--- config.mk ---
export PLATFORM = sky130hd
export DESIGN_NAME = num_echo
export DESIGN_NICKNAME = d
export VERILOG_FILES = /design/src/rtl/num_echo.sv
export SDC_FILE = /design/constraint.sdc
export NUM_CORES = 1
export LEC_CHECK = 0
export ABC_AREA = 0
export ABC_CLOCK_PERIOD_IN_PS = 6800
export BUFFER_PORTS_ARGS = -buffer_cell sky130_fd_sc_hd__buf_2
export CORE_MARGIN = 10
export CORE_UTILIZATION = 35
export DETAILED_ROUTE_END_ITERATION = 12
export HOLD_SLACK_MARGIN = 0.12
export PLACE_DENSITY_LB_ADDON = 0.1
export SLEW_MARGIN = 30
export SYNTH_ARGS = -nofsm -noshare
export SYNTH_HDL_FRONTEND = slang
export SYNTH_SLANG_ARGS = --single-unit
export TNS_END_PERCENT = 5
--- constraint.sdc ---
create_clock -name Clock -period 6.8 [get_ports Clock]
set_input_delay 1.7 -clock Clock [delete_from_list [all_inputs] [get_ports Clock]]
set_output_delay 1.7 -clock Clock [all_outputs]
set_load 0.005 [all_outputs]
--- src/rtl/num_echo.sv ---
// num_echo: decimal number echo stage.
//
// Accepts ASCII characters over a ready/valid handshake and accumulates
// decimal digits into a binary value. On CR or LF it re-emits that value as
// canonical decimal text (leading zeros stripped), followed by CR LF. The
// output handshake is meant to feed a character FIFO directly.
//
// Parameters:
//   Width  - bit width of the accumulated value
//   Digits - maximum number of decimal digits emitted (10^Digits > 2^Width-1)
//
// Ports:
//   Clock        in   sole clock, rising edge
//   Reset        in   synchronous, active-high reset
//   DataIn       in   received ASCII character
//   DataInValid  in   DataIn valid
//   DataInReady  out  a character is accepted this cycle (registered)
//   DataOut      out  ASCII character to emit (registered)
//   DataOutValid out  DataOut valid (registered)
//   DataOutReady in   downstream accepts DataOut this cycle
//
// Build option:
//   NUM_ECHO_ERR_EN - when defined, a stray character or an accumulator
//   overflow marks the line as bad, and the line's terminator then emits
//   "E" CR LF. When undefined, stray characters are dropped and the
//   accumulator wraps modulo 2^Width.

module num_echo #(
  parameter int Width  = 16,
  parameter int Digits = 5
) (
  input  logic       Clock,
  input  logic       Reset,
  input  logic [7:0] DataIn,
  input  logic       DataInValid,
  output logic       DataInReady,
  output logic [7:0] DataOut,
  output logic       DataOutValid,
  input  logic       DataOutReady
);

  // Remainder and power of ten use four extra bits so that acc*10+9 fits.
  localparam int WW = Width + 4;
  localparam int PW = (Digits > 1) ? $clog2(Digits) : 1;
  localparam logic [PW-1:0] P_TOP = PW'(Digits - 1);

  typedef enum logic [2:0] {
    ACCUM      = 3'd0,
    CONVERT    = 3'd1,
    EMIT_DIGIT = 3'd2,
    EMIT_CR    = 3'd3,
    EMIT_LF    = 3'd4
`ifdef NUM_ECHO_ERR_EN
    , EMIT_ERR = 3'd5
`endif
  } state_t;

  // 10^e, built from a mux of constants because e only takes values below Digits.
  function automatic logic [WW-1:0] powTen(input logic [PW-1:0] e);
    logic [WW-1:0] r;
    r = WW'(1);
    for (int i = 0; i < Digits; i++) begin
      if (i < int'(e)) begin
        r = r * WW'(10);
      end else begin
        r = r;
      end
    end
    return r;
  endfunction

  state_t          state_r, nextState_s;
  logic [Width-1:0] acc_r, accNext_s;
  logic            seen_r, seenNext_s;
  logic [WW-1:0]   rem_r, remNext_s;
  logic [PW-1:0]   p_r, pNext_s;
  logic [3:0]      digit_r, digitNext_s;
  logic            started_r, startedNext_s;
  logic            dataInReady_r, dataInReadyNext_s;
  logic [7:0]      dataOut_r, dataOutNext_s;
  logic            dataOutValid_r, dataOutValidNext_s;

  logic            inXfer_s;
  logic            outXfer_s;
  logic            isDigit_s;
  logic            isTerm_s;
  logic [WW-1:0]   pow_s;
  logic [Width-1:0] accStep_s;

`ifdef NUM_ECHO_ERR_EN
  logic            err_r, errNext_s;
  logic [WW-1:0]   accWide_s;
  logic            overflow_s;
`endif

  assign DataInReady  = dataInReady_r;
  assign DataOut      = dataOut_r;
  assign DataOutValid = dataOutValid_r;

  assign inXfer_s  = DataInValid && dataInReady_r;
  assign outXfer_s = dataOutValid_r && DataOutReady;
  assign isDigit_s = (DataIn >= 8'h30) && (DataIn <= 8'h39);
  assign isTerm_s  = (DataIn == 8'h0D) || (DataIn == 8'h0A);
  assign pow_s     = powTen(p_r);

`ifdef NUM_ECHO_ERR_EN
  // Widened multiply-accumulate so an overflow past 2^Width-1 can be seen.
  assign accWide_s  = ({4'h0, acc_r} * WW'(10)) + {{(WW-4){1'b0}}, DataIn[3:0]};
  assign overflow_s = |accWide_s[WW-1:Width];
  assign accStep_s  = accWide_s[Width-1:0];
`else
  assign accStep_s  = (acc_r * Width'(10)) + {{(Width-4){1'b0}}, DataIn[3:0]};
`endif

  // State, datapath and registered-output flops.
  always_ff @(posedge Clock) begin
    if (Reset) begin
      state_r        <= ACCUM;
      acc_r          <= {Width{1'b0}};
      seen_r         <= 1'b0;
      rem_r          <= {WW{1'b0}};
      p_r            <= {PW{1'b0}};
      digit_r        <= 4'd0;
      started_r      <= 1'b0;
      dataInReady_r  <= 1'b0;
      dataOut_r      <= 8'h00;
      dataOutValid_r <= 1'b0;
`ifdef NUM_ECHO_ERR_EN
      err_r          <= 1'b0;
`endif
    end else begin
      state_r        <= nextState_s;
      acc_r          <= accNext_s;
      seen_r         <= seenNext_s;
      rem_r          <= remNext_s;
      p_r            <= pNext_s;
      digit_r        <= digitNext_s;
      started_r      <= startedNext_s;
      dataInReady_r  <= dataInReadyNext_s;
      dataOut_r      <= dataOutNext_s;
      dataOutValid_r <= dataOutValidNext_s;
`ifdef NUM_ECHO_ERR_EN
      err_r          <= errNext_s;
`endif
    end
  end

  // Next-state and datapath update.
  always_comb begin
    nextState_s   = state_r;
    accNext_s     = acc_r;
    seenNext_s    = seen_r;
    remNext_s     = rem_r;
    pNext_s       = p_r;
    digitNext_s   = digit_r;
    startedNext_s = started_r;
`ifdef NUM_ECHO_ERR_EN
    errNext_s     = err_r;
`endif
    case (state_r)
      ACCUM: begin
        if (inXfer_s) begin
          if (isDigit_s) begin
            accNext_s  = accStep_s;
            seenNext_s = 1'b1;
`ifdef NUM_ECHO_ERR_EN
            if (overflow_s) begin
              errNext_s = 1'b1;
            end else begin
              errNext_s = err_r;
            end
`endif
          end else if (isTerm_s) begin
`ifdef NUM_ECHO_ERR_EN
            if (err_r) begin
              nextState_s = EMIT_ERR;
            end else
`endif
            if (seen_r) begin
              nextState_s   = CONVERT;
              remNext_s     = {4'h0, acc_r};
              pNext_s       = P_TOP;
              digitNext_s   = 4'd0;
              startedNext_s = 1'b0;
            end else begin
              // Lone terminator (e.g. the LF of a CRLF pair): no blank line.
              nextState_s = ACCUM;
            end
          end else begin
`ifdef NUM_ECHO_ERR_EN
            errNext_s = 1'b1;
`else
            nextState_s = ACCUM;
`endif
          end
        end else begin
          nextState_s = ACCUM;
        end
      end
      CONVERT: begin
        // One subtraction of 10^p per cycle; the digit is final once rem < 10^p.
        if (rem_r >= pow_s) begin
          remNext_s   = rem_r - pow_s;
          digitNext_s = digit_r + 4'd1;
        end else if ((digit_r != 4'd0) || started_r || (p_r == {PW{1'b0}})) begin
          nextState_s = EMIT_DIGIT;
        end else begin
          // Leading zero: skip this position.
          pNext_s     = p_r - PW'(1);
          digitNext_s = 4'd0;
        end
      end
      EMIT_DIGIT: begin
        if (outXfer_s) begin
          startedNext_s = 1'b1;
          if (p_r == {PW{1'b0}}) begin
            nextState_s = EMIT_CR;
          end else begin
            pNext_s     = p_r - PW'(1);
            digitNext_s = 4'd0;
            nextState_s = CONVERT;
          end
        end else begin
          nextState_s = EMIT_DIGIT;
        end
      end
      EMIT_CR: begin
        if (outXfer_s) begin
          nextState_s = EMIT_LF;
        end else begin
          nextState_s = EMIT_CR;
        end
      end
      EMIT_LF: begin
        if (outXfer_s) begin
          nextState_s = ACCUM;
          accNext_s   = {Width{1'b0}};
          seenNext_s  = 1'b0;
`ifdef NUM_ECHO_ERR_EN
          errNext_s   = 1'b0;
`endif
        end else begin
          nextState_s = EMIT_LF;
        end
      end
`ifdef NUM_ECHO_ERR_EN
      EMIT_ERR: begin
        if (outXfer_s) begin
          nextState_s = EMIT_CR;
        end else begin
          nextState_s = EMIT_ERR;
        end
      end
`endif
      default: begin
        nextState_s = ACCUM;
      end
    endcase
  end

  // Output values for the next cycle, derived from the state being entered.
  always_comb begin
    dataInReadyNext_s  = (nextState_s == ACCUM);
    dataOutValidNext_s = 1'b0;
    dataOutNext_s      = 8'h00;
    case (nextState_s)
      EMIT_DIGIT: begin
        dataOutValidNext_s = 1'b1;
        dataOutNext_s      = 8'h30 + {4'h0, digitNext_s};
      end
      EMIT_CR: begin
        dataOutValidNext_s = 1'b1;
        dataOutNext_s      = 8'h0D;
      end
      EMIT_LF: begin
        dataOutValidNext_s = 1'b1;
        dataOutNext_s      = 8'h0A;
      end
`ifdef NUM_ECHO_ERR_EN
      EMIT_ERR: begin
        dataOutValidNext_s = 1'b1;
        dataOutNext_s      = 8'h45;
      end
`endif
      default: begin
        dataOutValidNext_s = 1'b0;
        dataOutNext_s      = 8'h00;
      end
    endcase
  end

endmodule

==> results.yml, run 1 <==
status:
  status: "finished clean"
clock_tree:
  cts_sinks: 55
  clockBufferDepth: 2
  postCtsHoldBufs: 0
  clk_latency_ps: 300
  clk_pin_slew_ps: 80
  cts_buffers: 5
  cts-root-buf: "clkbuf_16"
  cts_tree: "yes"
  htree_levels: 2
global_route:
  use_met3_pct: 1.22
  grt_max_degree: 52
  global_route.usage.met2_pct: 24.1
  overflow: 0
  grt_usage_pct: 13.9
  met1_usage_pct: 18.4
  antenna_found_initial: 0
  grt_pass1_vias: 5555
  grt_busiest_layer: "met2"
  grt_first_pass_wirelength_um: 26700
flow_run:
  cap_violations: 0
power_and_ir_drop:
  p_per_area_mw_per_mm2: 84.0
  total_leakage_power_nw: 3.30
  ir_worst_vdd_v: 0.0000781
route:
  drt_wl_total_um: 16200
  ant_nets: 0
  drt-initial-drc-count: 225
  drc: 0
  viasPerCell: 5.31
  dr.pass1.iters: 4
  vias: 5740
  wl_per_cell_um: 15.0
synth:
  synth_top_area_cell: "ha_1"
  synth_top_area_share_pct: 19.0
  synth_edf_count: 0
  seq_area_frac_synth_pct: 18.4
  ys_warn_count: 0
  yosysUniqueCellTypes: 77
  synth_top_cells_by_count: "91 x ha_1, 75 x nand2_1, 72 x a21oi_1"
  synth.most_common_cell: "ha_1"
  synth_cells: 774
  ys_async_sr_fraction_pct: 0
  ys_ff_latch: 55
  ys.flop_type: "dfxtp_1"
  synthTopCellsByArea: "ha_1 19%, dfxtp_1 18%, a21oi_1 6.0%"
  syn_avg_cell_area_um2: 7.74
  syn_area_mm2: 0.00599
worst_setup_path:
  reg2reg_depth: 33
  crit-reg2reg-launch: "p_r[0]$_SDFFE_PP0P_"
  crit_start: "p_r[0]$_SDFFE_PP0P_"
  r2r_end: "p_r[2]$_SDFFE_PP0P_"
  start_kind: "register"
  cp-end-kind: "register"
  path_class: "reg2reg"
  cp_max_fo: 8
  cpMostUsedCell: "ha_4"
  crit_slowest_cell: "or3_4"
  critPathRequiredTime_ps: 7020
  regToRegSetupSlack_ps: 280
  cp.arrival_ps: 6740
  slowest_delay_ps: 420
  critPathCapture: "p_r[2]$_SDFFE_PP0P_"
placed_design:
  post-place-ws_ps: -225
  place_congestion: 0.824
  io_buffers: 19
  hpwl_um: 12900
  dp_cells: 1062
timing:
  worst_slew_pin_slew_ps: 977
  min_period_ps: 6520
  skew_ps: 10.8
  timing.fmax_ghz: 0.153
  finalHoldViolCount: 0
  finalMaxSlewViolations: 0
  fin_crit_sh_pct: 95.9
  setup_violations: 0
  setup-tns-final_ps: 0
  fin_ws_ps: 279
  max_slew_margin_pct: 34.4
floorplan:
  die_y_um: 151
  io_pins: 22
  core-area_mm2: 0.0167
  rows: 47
  dieArea_mm2: 0.0228
  die_w_um: 151
  initial_core_util_pct: 35.9
worst_hold_path:
  min_path_cells: 2
  worstHoldPathType: "reg2reg"
final_layout:
  final-seq-area_mm2: 0.00111
  n_antenna_cell: 0
  drive_gt1_share_pct: 21.3
  area_growth_pct: 22.4
  final_util_pct: 43.9
  multi_input_area_mm2: 0.00487
  finalNetCount: 967
  fillers: 1699
  fin_cells: 1080
==> critical path: cells and delay by family, from the launching register on <==
family / cells / cell delay, ps
buf+inv: 5 / 590
mux: 1 / 150
simple gates: 6 / 1030
compound gates: 12 / 2210
flops: 1 / 350
xor+xnor: 2 / 200
fa+ha+maj: 7 / 1900
==> cell type report <==
cell class | count | share of cell area, %
Tap cell | 220 | 3.75
Inverter | 39 | 2.00
Multi-Input combinational cell | 653 | 66.4
Sequential cell | 55 | 15.1
Clock inverter | 3 | 0.460
Timing Repair Buffer | 105 | 10.6
Clock buffer | 5 | 1.71
==> logic make-up (layout without fill, tap and decap cells) <==
family | Yosys count | count (layout) | synth area share [%]
flip-flops | 55 | 55 | 18.4
other | 1 | 2 | 0.0626
XOR/XNOR | 51 | 51 | 7.45
AO/OA/AOI/OAI | 226 | 226 | 24.7
multiplexers | 7 | 7 | 1.23
buffers and inverters | 67 | 152 | 4.82
adder cells (fa/ha/maj) | 96 | 96 | 20.7
AND/OR/NAND/NOR | 271 | 271 | 22.7
==> sequential cells by signal, indices dropped and copies added, names as in the netlist <==
register      flops
rem_r            20
acc_r            16
DataOut           5
digit_r           4
p_r               3
state_r           3
DataInReady       1
DataOutValid      1
seen_r            1
started_r         1
==> stage by stage <==
| stage | total power [mW] | area, um^2 | hold WS (ps) |
|---|---|---|---|
| 2_1_floorplan | 0.340 | 6010 | 436 |
| 3_3_place_gp | 0.346 | 6800 | 452 |
| 3_5_place_dp | 0.346 | 6800 | 450 |
| 4_1_cts | 0.623 | 7040 | 462 |
| 5_1_grt | 0.640 | 7340 | 487 |
| 6_report | 0.616 | 7340 | 457 |
==> placed cells by master, fill, tap and decap left out, types with 8 or more instances in the layout <==
master    count
and3_1       11
inv_1        34
ha_1         83
o21ai_1      18
o21ai_0      26
nand2b_1     12
or3_1         8
a22oi_1      22
a21o_1       14
nand2_1      71
xor2_1       17
nor2b_1      19
nand3_1      19
buf_2        19
nor3_1       18
a21oi_1      65
xnor2_1      33
nor2_1       59
dfxtp_1      53
buf_4        83
o21a_1        8
a31oi_1       8
==> worst min-delay path by stage <==
stage / startpoint / to / slack (ps)
6_report: rem_r[0]$_SDFFE_PP0P_ / rem_r[0]$_SDFFE_PP0P_ / 460
5_1_grt: rem_r[7]$_SDFFE_PP0P_ / rem_r[7]$_SDFFE_PP0P_ / 490
4_1_cts: rem_r[0]$_SDFFE_PP0P_ / rem_r[0]$_SDFFE_PP0P_ / 460
3_5_place_dp: rem_r[0]$_SDFFE_PP0P_ / rem_r[0]$_SDFFE_PP0P_ / 450
3_3_place_gp: rem_r[0]$_SDFFE_PP0P_ / rem_r[0]$_SDFFE_PP0P_ / 450
2_1_floorplan: rem_r[11]$_SDFFE_PP0P_ / rem_r[11]$_SDFFE_PP0P_ / 440
==> per-layer routing <==
| metal | vias to the layer above | routed length (um) |
|---|---|---|
| met5 | - | 0 |
| met4 | 0 | 209 |
| met3 | 13 | 236 |
| met2 | 56 | 7740 |
| met1 | 2696 | 8060 |
| li1 | 2975 | - |
==> where the power goes <==
group	total [mW]	leakage, nW	internal [mW]	switching (mW)
Clock	0.276	0.0776	0.143	0.133
Combinational	0.0178	2.78	0.00716	0.0107
Sequential	0.322	0.444	0.322	0.000462
Total	0.616	3.30	0.472	0.144
==> repair_timing <==
action	CTS	global route
setup endpoints to repair	35	36
setup buffers	5	4
pin swaps	9	30
resized for setup	11	55
Note: power is estimated with default switching activity, not from simulation.
==> run 2: changes to the inputs <==
--- a/config.mk
+++ b/config.mk
@@ -8,7 +8,7 @@
 export ABC_AREA = 0
 export ABC_CLOCK_PERIOD_IN_PS = 6800
 export BUFFER_PORTS_ARGS = -buffer_cell sky130_fd_sc_hd__buf_2
-export CORE_MARGIN = 10
+export CORE_MARGIN = 4
 export CORE_UTILIZATION = 35
 export DETAILED_ROUTE_END_ITERATION = 12
 export HOLD_SLACK_MARGIN = 0.12
==> run 2 against run 1 <==
  * Clock power down 4%
  * Combinational power down 12%
  * Sequential power about the same
==> results.yml, run 2 (synthesis gave the netlist of run 1 again) <==
timing:
  skew_ps: 7.81
  worst_slew_pin_slew_ps: 1000
  min_period_ps: 6590
  finalHoldViolCount: 0
  fin_crit_sh_pct: 96.9
  timing.fmax_ghz: 0.152
  setup_violations: 0
  max_slew_margin_pct: 33.1
  finalMaxSlewViolations: 0
power_and_ir_drop:
  fin_total_pwr_uw: 602
  total_leakage_power_nw: 3.29
  p_per_area_mw_per_mm2: 80.9
  ir_worst_vdd_v: 0.000120
worst_setup_path:
  regToRegSetupSlack_ps: 210
  reg2reg_depth: 31
  crit-reg2reg-launch: "p_r[0]$_SDFFE_PP0P_"
  path_class: "reg2reg"
  critPathRequiredTime_ps: 6970
  crit_slowest_cell: "or3_4"
  cp.arrival_ps: 6750
  start_kind: "register"
  cp-end-kind: "register"
  cpMostUsedCell: "ha_4"
  slowest_delay_ps: 420
  r2r_end: "digit_r[3]$_SDFF_PP0_"
  cp_max_fo: 5
final_layout:
  final_cell_mix: "84 x buf_4, 77 x ha_1, 72 x nand2_1"
  largest_register_ffs: 20
  area_growth_pct: 24.2
  mostFrequentLayoutCell: "buf_4"
  finalNetCount: 969
  regMostFlops: "rem_r"
  drive_gt1_share_pct: 22.4
  stdcell_area_mm2: 0.00745
  n_antenna_cell: 0
placed_design:
  place_congestion: 0.840
  io_buffers: 19
  hpwl_um: 13100
  dpl_cell_area_mm2: 0.00682
global_route:
  grt_usage_pct: 16.1
  grt_first_pass_wirelength_um: 26700
  grt_pass1_vias: 5572
  grt_max_degree: 52
  antenna_found_initial: 0
  overflow: 0
clock_tree:
  clockBufferDepth: 2
  clk_latency_ps: 300
  clk_pin_slew_ps: 80
  cts_tree: "yes"
  cts_sinks: 55
  cts_buffers: 5
  cts-root-buf: "clkbuf_16"
  htree_levels: 2
worst_hold_path:
  hp-start: "rem_r[0]$_SDFFE_PP0P_"
  min_path_cells: 2
  hold_end: "rem_r[0]$_SDFFE_PP0P_"
  worstHoldPathType: "reg2reg"
floorplan:
  dieArea_mm2: 0.0193
  io_pins: 22
  die_w_um: 139
  initial_core_util_pct: 35.9
  die_y_um: 139
  core-area_mm2: 0.0167
  rows: 47
route:
  viasPerCell: 5.33
  wl_per_cell_um: 15.6
  drc: 0
  vias: 5772
  drt-initial-drc-count: 214
  ant_nets: 0
  dr.pass1.iters: 5
  drt_wl_total_um: 16900
status:
  status: "finished clean"
flow_run:
  cap_violations: 0
==> run 2: cell count changes in the layout (fill, tap and decap cells not counted), sizes merged <==
cell	before	now
clkinv	1	0
clkbuf	5	6
a21oi	73	74
clkinvlp	0	1
==> run 2: timing repair <==
item                                   in CTS  in global routing
buffers inserted                            0                  8
hold buffers                                0                  0
endpoints found under the hold margin       0                  0
resized for setup                           7                 72
pin swaps                                   3                 32
setup endpoints to repair                  34                 36
cloned                                      0                  2
==> run 2: per-stage QoR <==
stage	instances	utilization, %	setup WS [ps]	setup TNS (ps)	hold slack (ps)
final	1082	44.6	213	0	461
after global routing	1082	44.6	-85.4	-431	493
after CTS	1072	41.8	-20.2	-40.1	466
after detailed placement	1064	40.8	-209	-3150	455
after global placement	1064	40.8	-58.0	-348	454
after floorplan	775	-	14.0	0	436
==> run 2: power by group <==
part | switching, mW | internal (mW) | leakage (nW)
logic | 0.0103 | 0.00541 | 2.78
clock network | 0.125 | 0.139 | 0.0708
registers | 0.000481 | 0.322 | 0.444
==> run 2: metal layers <==
layer	vias up	share of wire, %	track usage (%)
met3	13	2.3	1.48
met4	0	1.4	3.71
li1	2970	-	-
met5	-	0	0
met1	2698	47	21.1
met2	91	49	28.7
==> run 2: final cells by class <==
class	instances	area, um^2
sequential	55	1110
multi-input combinational	654	4980
tap	220	275
timing repair buffer	106	782
fill	1704	9250
inverter	39	149
clock inverter	3	25.0
clock buffer	5	125
==> run 2: how the worst max path moves through the flow <==
stage	start	slack, ps	to	cells after the start
6_report	p_r[0]$_SDFFE_PP0P_	210	digit_r[3]$_SDFF_PP0_	31
5_1_grt	p_r[0]$_SDFFE_PP0P_	-90	DataOut[1]$_SDFF_PP0_	34
4_1_cts	p_r[0]$_SDFFE_PP0P_	-20	rem_r[17]$_SDFFE_PP0P_	32
3_5_place_dp	p_r[1]$_SDFFE_PP0P_	-210	rem_r[13]$_SDFFE_PP0P_	35
3_3_place_gp	p_r[1]$_SDFFE_PP0P_	-60	rem_r[10]$_SDFFE_PP0P_	35
2_1_floorplan	p_r[2]$_SDFFE_PP0P_	10	DataOut[3]$_SDFF_PP0_	35
==> run 2: critical path: cells and delay by family, from the launching register on <==
family                   cells  cell delay, ps
AO/OA/AOI/OAI               14            2540
adder cells (fa/ha/maj)      7            1840
AND/OR/NAND/NOR              4             910
flip-flops                   1             360
buffers and inverters        3             360
multiplexers                 2             310
XOR/XNOR                     1             100
